`config.mk`:
```
export PLATFORM = sky130hd
export DESIGN_NAME = bcd_bin
export DESIGN_NICKNAME = d
export VERILOG_FILES = /design/src/rtl/bcd_bin.sv
export SDC_FILE = /design/constraint.sdc
export NUM_CORES = 1
export LEC_CHECK = 0
export CORE_MARGIN = 1.5
export CORE_UTILIZATION = 51
export CTS_CLUSTER_SIZE = 25
export DETAILED_ROUTE_END_ITERATION = 8
export PLACE_DENSITY = 0.76
export SLEW_MARGIN = 20
export SYNTH_ARGS = -nofsm -noshare
export SYNTH_HDL_FRONTEND = slang
export SYNTH_SLANG_ARGS = --single-unit
```
`constraint.sdc`:
```
create_clock -name clk -period 1.6 [get_ports clk]
set_clock_uncertainty 0.15 [all_clocks]
set_input_delay 0.16 -clock clk [delete_from_list [all_inputs] [get_ports clk]]
set_output_delay 0.16 -clock clk [all_outputs]
set_load 0.1 [all_outputs]
```
`src/rtl/bcd_bin.sv`:
```
// bcd_bin: two-digit BCD (+ optional quarter fraction) to binary quarter-units.
// Reverse double-dabble over 7 shift edges; fixed 8-cycle start-to-done latency.
//
// Ports:
//   clk    - clock, rising edge
//   rst_n  - asynchronous active-low reset
//   start  - conversion request, sampled only in IDLE
//   bcd    - [15:12] tens, [11:8] ones, [7:0] fraction code 00/25/50/75
//   busy   - conversion in progress
//   done   - one-cycle pulse when bin/err update
//   bin    - integer*4 + fraction index
//   err    - invalid input flag, held until next done
// Parameter LAT_CHK: 1 = validate input, 0 = err forced low.
// Macro BCD_BIN_FRAC_EN: enables fraction decoding and fraction checking.

module bcd_bin #(
    parameter int LAT_CHK = 1
) (
    input  logic        clk,
    input  logic        rst_n,
    input  logic        start,
    input  logic [15:0] bcd,
    output logic        busy,
    output logic        done,
    output logic [7:0]  bin,
    output logic        err
);

    typedef enum logic [1:0] {
        S_IDLE,
        S_SHIFT,
        S_FINISH
    } state_t;

    state_t      r_state;
    state_t      w_next;
    logic [2:0]  r_cnt;
    logic [14:0] r_sr;
    logic [3:0]  r_tens;
    logic [3:0]  r_ones;
    logic        r_done;
    logic [7:0]  r_bin;
    logic        r_err;

    logic [14:0] w_sh;
    logic [3:0]  w_t;
    logic [3:0]  w_o;
    logic [14:0] w_sr_nxt;
    logic [1:0]  w_fidx;
    logic        w_fbad;
    logic        w_bad;
    logic        w_err;

    // Shift right, then pull each digit back by 3 if it reached 8.
    assign w_sh     = {1'b0, r_sr[14:1]};
    assign w_t      = w_sh[14:11];
    assign w_o      = w_sh[10:7];
    assign w_sr_nxt = {(w_t >= 4'd8) ? w_t - 4'd3 : w_t,
                       (w_o >= 4'd8) ? w_o - 4'd3 : w_o,
                       w_sh[6:0]};

`ifdef BCD_BIN_FRAC_EN
    logic [7:0] r_frac;

    always_comb begin
        w_fidx = 2'b00;
        w_fbad = 1'b0;
        case (r_frac)
            8'h00:   w_fidx = 2'd0;
            8'h25:   w_fidx = 2'd1;
            8'h50:   w_fidx = 2'd2;
            8'h75:   w_fidx = 2'd3;
            default: w_fbad = 1'b1;
        endcase
    end
`else
    logic w_unused_frac;

    assign w_unused_frac = ^bcd[7:0];
    assign w_fidx        = 2'b00;
    assign w_fbad        = 1'b0;
`endif

    // r_sr[6] set means the integer part exceeds 63.
    assign w_bad = (r_tens > 4'd9) | (r_ones > 4'd9) | r_sr[6] | w_fbad;
    assign w_err = (LAT_CHK != 0) && w_bad;

    always_ff @(posedge clk or negedge rst_n) begin
        if (!rst_n) begin
            r_state <= S_IDLE;
        end else begin
            r_state <= w_next;
        end
    end

    always_comb begin
        w_next = r_state;
        unique case (r_state)
            S_IDLE:   if (start) w_next = S_SHIFT;
            S_SHIFT:  if (r_cnt == 3'd6) w_next = S_FINISH;
            S_FINISH: w_next = S_IDLE;
            default:  w_next = S_IDLE;
        endcase
    end

    always_ff @(posedge clk or negedge rst_n) begin
        if (!rst_n) begin
            r_cnt  <= 3'd0;
            r_sr   <= 15'd0;
            r_tens <= 4'd0;
            r_ones <= 4'd0;
            r_done <= 1'b0;
            r_bin  <= 8'h00;
            r_err  <= 1'b0;
`ifdef BCD_BIN_FRAC_EN
            r_frac <= 8'h00;
`endif
        end else begin
            r_done <= 1'b0;
            case (r_state)
                S_IDLE: begin
                    if (start) begin
                        r_cnt  <= 3'd0;
                        r_sr   <= {bcd[15:8], 7'd0};
                        r_tens <= bcd[15:12];
                        r_ones <= bcd[11:8];
`ifdef BCD_BIN_FRAC_EN
                        r_frac <= bcd[7:0];
`endif
                    end
                end
                S_SHIFT: begin
                    r_sr  <= w_sr_nxt;
                    r_cnt <= r_cnt + 3'd1;
                end
                S_FINISH: begin
                    r_done <= 1'b1;
                    r_err  <= w_err;
                    r_bin  <= w_err ? 8'h00 : {r_sr[5:0], w_fidx};
                end
                default: ;
            endcase
        end
    end

    assign busy = (r_state != S_IDLE);
    assign done = r_done;
    assign bin  = r_bin;
    assign err  = r_err;

endmodule

```
==> key figures <==
Timing
  – RSZ-0062 raised after global routing: true
  – Endpoints failing setup: 1
  – Count of final max-slew check failures: 0
  – Accumulated negative setup slack: -3.70 ps
  – Post-route clock period utilization: 1.00
  – Shortest period the worst path allows: 1600 ps
  – Final-report hold violation count: 0
  – Worst Setup Slack, final: -3.70 ps
  – Fmax: slightly above 0.6 GHz

Synthesis
  – Flip-flop and latch count after synthesis: 34
  – Fraction of registers with async set or reset after synthesis: 1.00
  – Synthesized instance count: between 100 and 150
  – Top FF cell, synth: dfrtp_1
  – Number of distinct library cells after synthesis: 38
  – Yosys Warn Count: 0
  – Netlist area before placement: about 1600 µm²
  – Sequential share of the synthesized area: 0.530
  – EDFF count, synth: 0
  – Syn_area_per_cell: 11.1 µm²

Critical path
  – Type of element capturing the critical path: primary output
  – Max stage delay cell, worst path: dfrtp_2
  – Delay contributed by the slowest stage of the critical path: between 400 and 500 ps
  – Critical path data arrival time: around 1300 ps
  – Critical path, cell by cell: buf_6, or2_4, buf_12
  – Critical path required time: between 1000 and 1500 ps
  – CP startpoint kind: flip-flop
  – Worst-path maximum fanout: 2
  – Critical Setup Path Class: reg2out

Pwr
  – Internal: around 2.4 mW
  – Clock power share: 0.115
  – Total power consumption of the routed design: between 4 and 5 mW
  – Pleak: 0.933 nW
  – Sequential fraction of design power: 0.364
  – Peak VDD IR: between 1000 and 1500 µV
  – Switching part of the total power: 0.427
  – Power spent charging and discharging nets: approximately 1.8 mW
  – Cell area power density: 2050 nW/µm²
  – Relative contribution of combinational cells to total power: 0.521

Job
  – Number of maximum-capacitance violations: 0

GRT
  – Number of antenna violations at the first check in global routing: 0
  – Remaining global-route overflow: 0
  – All-layer global routing usage: 0.210
  – Pin count of the biggest net entering global routing: 35
  – Number of global-route vias before repair: 1159
  – Global-route wire length before repair: roughly 5300 µm

CTS
  – CTS Buffer Depth: 2
  – Clock slew at the register clock pins of the worst setup and hold paths: roughly 100 ps
  – Number of buffers added by the clock tree synthesis step: 5
  – Clock network latency to the later pin of the worst-skew pair: around 330 ps
  – TritonCTS clock tree: yes
  – Clock root buffer master: clkbuf_4
  – Hold-fix buffer count after cts: 0
  – Clock sinks: 34
  – Number of H-tree branching levels: 2

Status
  – Run status: complete, but fails checks
  – Failing checks: setup timing

Cells and area
  – Area of all placed cells without fillers: ~2000 µm²
  – Post-route core utilization: 0.676
  – Antenna Cells: 0
  – Share of layout cells above drive strength 1: 0.257
  – Area growth syn-to-layout: 27.6%
  – Fin nets: between 150 and 200
  – Fillers: between 200 and 250

Routing
  – Per-cell routed wire length: 13.4 µm
  – Count of antenna-violating nets left after detailed routing: 0
  – Count of TritonRoute iterations in the first routing pass: 6
  – Total DRC errors in the routed layout: 0
  – Avg Vias per Cell: ~5.2
  – Total vias in the final route: approximately 1100
  – Initial drt markers: 25
  – Routed wire length: slightly below 3000 µm

Floorplanning
  – DIE AREA: about 3500 µm²
  – Placeable core region: just over 3000 µm²
  – Site Rows: 20
  – Die width: approximately 60 µm
  – Die Height: between 50 and 60 µm
  – Total I/O pin count: 30
  – Initial cell density of the core: 0.530

Placed design
  – Area of placed instances: between 1500 and 2000 µm²
  – Post-place setup slack: -117 ps
  – Port bufs: 19
  – HPWL reported at the end of detailed placement: 2050 µm
  – Routability cong.: approximately 0.79

Hold path
  – Hold WC Path Type: in2async
[sequential cells by signal (all words and copies together), names as in the netlist]
signal   cells
done         1
bin          6
r_tens       3
r_sr        15
r_cnt        3
r_state      2
err          1
r_ones       3
[cell usage after synthesis (all sizes together) (2+ instances only)]
cell type  count  area share
dfrtp         34        0.53
nand2         20       0.047
o21ai         13       0.041
buf            9       0.048
a22o           7       0.038
nor3b          7       0.040
inv            6       0.014
mux2           6       0.042
nor2           5       0.012
ha             4       0.031
a21oi          3      0.0094
a22oi          3       0.014
a21o           2      0.0094
and2b          2       0.011
clkbuf         2      0.0047
nand2b         2       0.012
nor2b          2      0.0078
o21bai         2       0.016
xnor2          2       0.011
[layer usage]
| layer | global-route usage | vias up | share of wire |
|---|---|---|---|
| li1 | - | 546 | - |
| met1 | 0.264 | 552 | 0.44 |
| met3 | 0.0699 | 13 | 0.046 |
| met4 | 0.0974 | 0 | 0.037 |
| met5 | 0 | - | 0 |
| met2 | 0.329 | 27 | 0.48 |
[critical path: cells and delay by family (launching register included)]
kind                   cells  cell delay, ps
buffers and inverters      2             280
flip-flops                 1             440
AND/OR/NAND/NOR            1             250
[path summary, 6_finish.rpt]
check / cells past startpoint / end / from / slack (ps)
setup / recovery: 3 / busy / r_state[1] / -4
hold / removal: 2 / bin[7] / rst_n / 70
setup reg to reg: 4 / r_tens[2] / r_state[1] / 40
hold reg to reg: 2 / r_sr[6] / r_sr[7] / 350
max in group asynchronous: 2 / r_state[1] / rst_n / 910
min in group clk: 3 / r_sr[8] / bcd[9] / 280
[cell usage in the layout, fill, tap and decap left out, types with 2 or more instances in the layout]
master,netlist,layout
a22o_1,7,7
a21o_1,2,2
ha_1,4,4
buf_12,0,9
a21oi_1,3,3
nor2_1,5,5
a22oi_1,3,3
inv_1,6,6
and2b_2,2,2
xnor2_1,2,2
clkbuf_4,0,5
dfrtp_1,34,32
mux2_2,6,6
buf_6,4,5
dfrtp_2,0,2
o21ai_0,12,12
conb_1,1,2
nor3b_1,6,6
nand2_1,20,20
nor2b_1,2,2
buf_4,3,9
clkdlybuf4s50_1,0,10
[power groups by stage]
| stage | logic, mW | clock network [mW] | registers [mW] |
|---|---|---|---|
| finish | 2.19 | 0.484 | 1.53 |
| global route | 2.37 | 0.537 | 1.59 |
| CTS | 2.19 | 0.499 | 1.52 |
| detailed placement | 2.08 | 0 | 1.56 |
| global placement | 2.02 | 0 | 1.54 |
| floorplan | 1.08 | 0 | 1.89 |
[cell families (layout without fill, tap and decap cells)]
group | after synthesis | in the layout | synth area share
xor+xnor | 3 | 3 | 0.0164
other cells | 1 | 2 | 0.00234
compound gates | 35 | 35 | 0.154
flops | 34 | 34 | 0.530
buf+inv | 17 | 47 | 0.0670
fa+ha+maj | 4 | 4 | 0.0312
mux | 7 | 7 | 0.0483
simple gates | 43 | 43 | 0.151
[through the flow]
stage	hold slack, ps	instances
final	68.4	219
after global routing	109	219
after CTS	66.6	219
after detailed placement	326	207
after global placement	313	207
after floorplan	-286	145
[final cells by class]
cell class,count,area [µm²],share of cell area
Timing Repair Buffer,33,404,0.197
Clock inverter,1,5.00,0.00244
Multi-Input combinational cell,94,653,0.319
Inverter,6,22.5,0.0110
Sequential cell,34,853,0.417
Tap cell,44,55.1,0.0269
Clock buffer,7,55.1,0.0269
[timing repair]
action,4_1_cts,5_1_grt
pin swaps,1,2
endpoints found under the setup margin,1,5
buffers inserted,4,0
resized for setup,5,3
No activity file was read; power rests on OpenSTA's default activity.
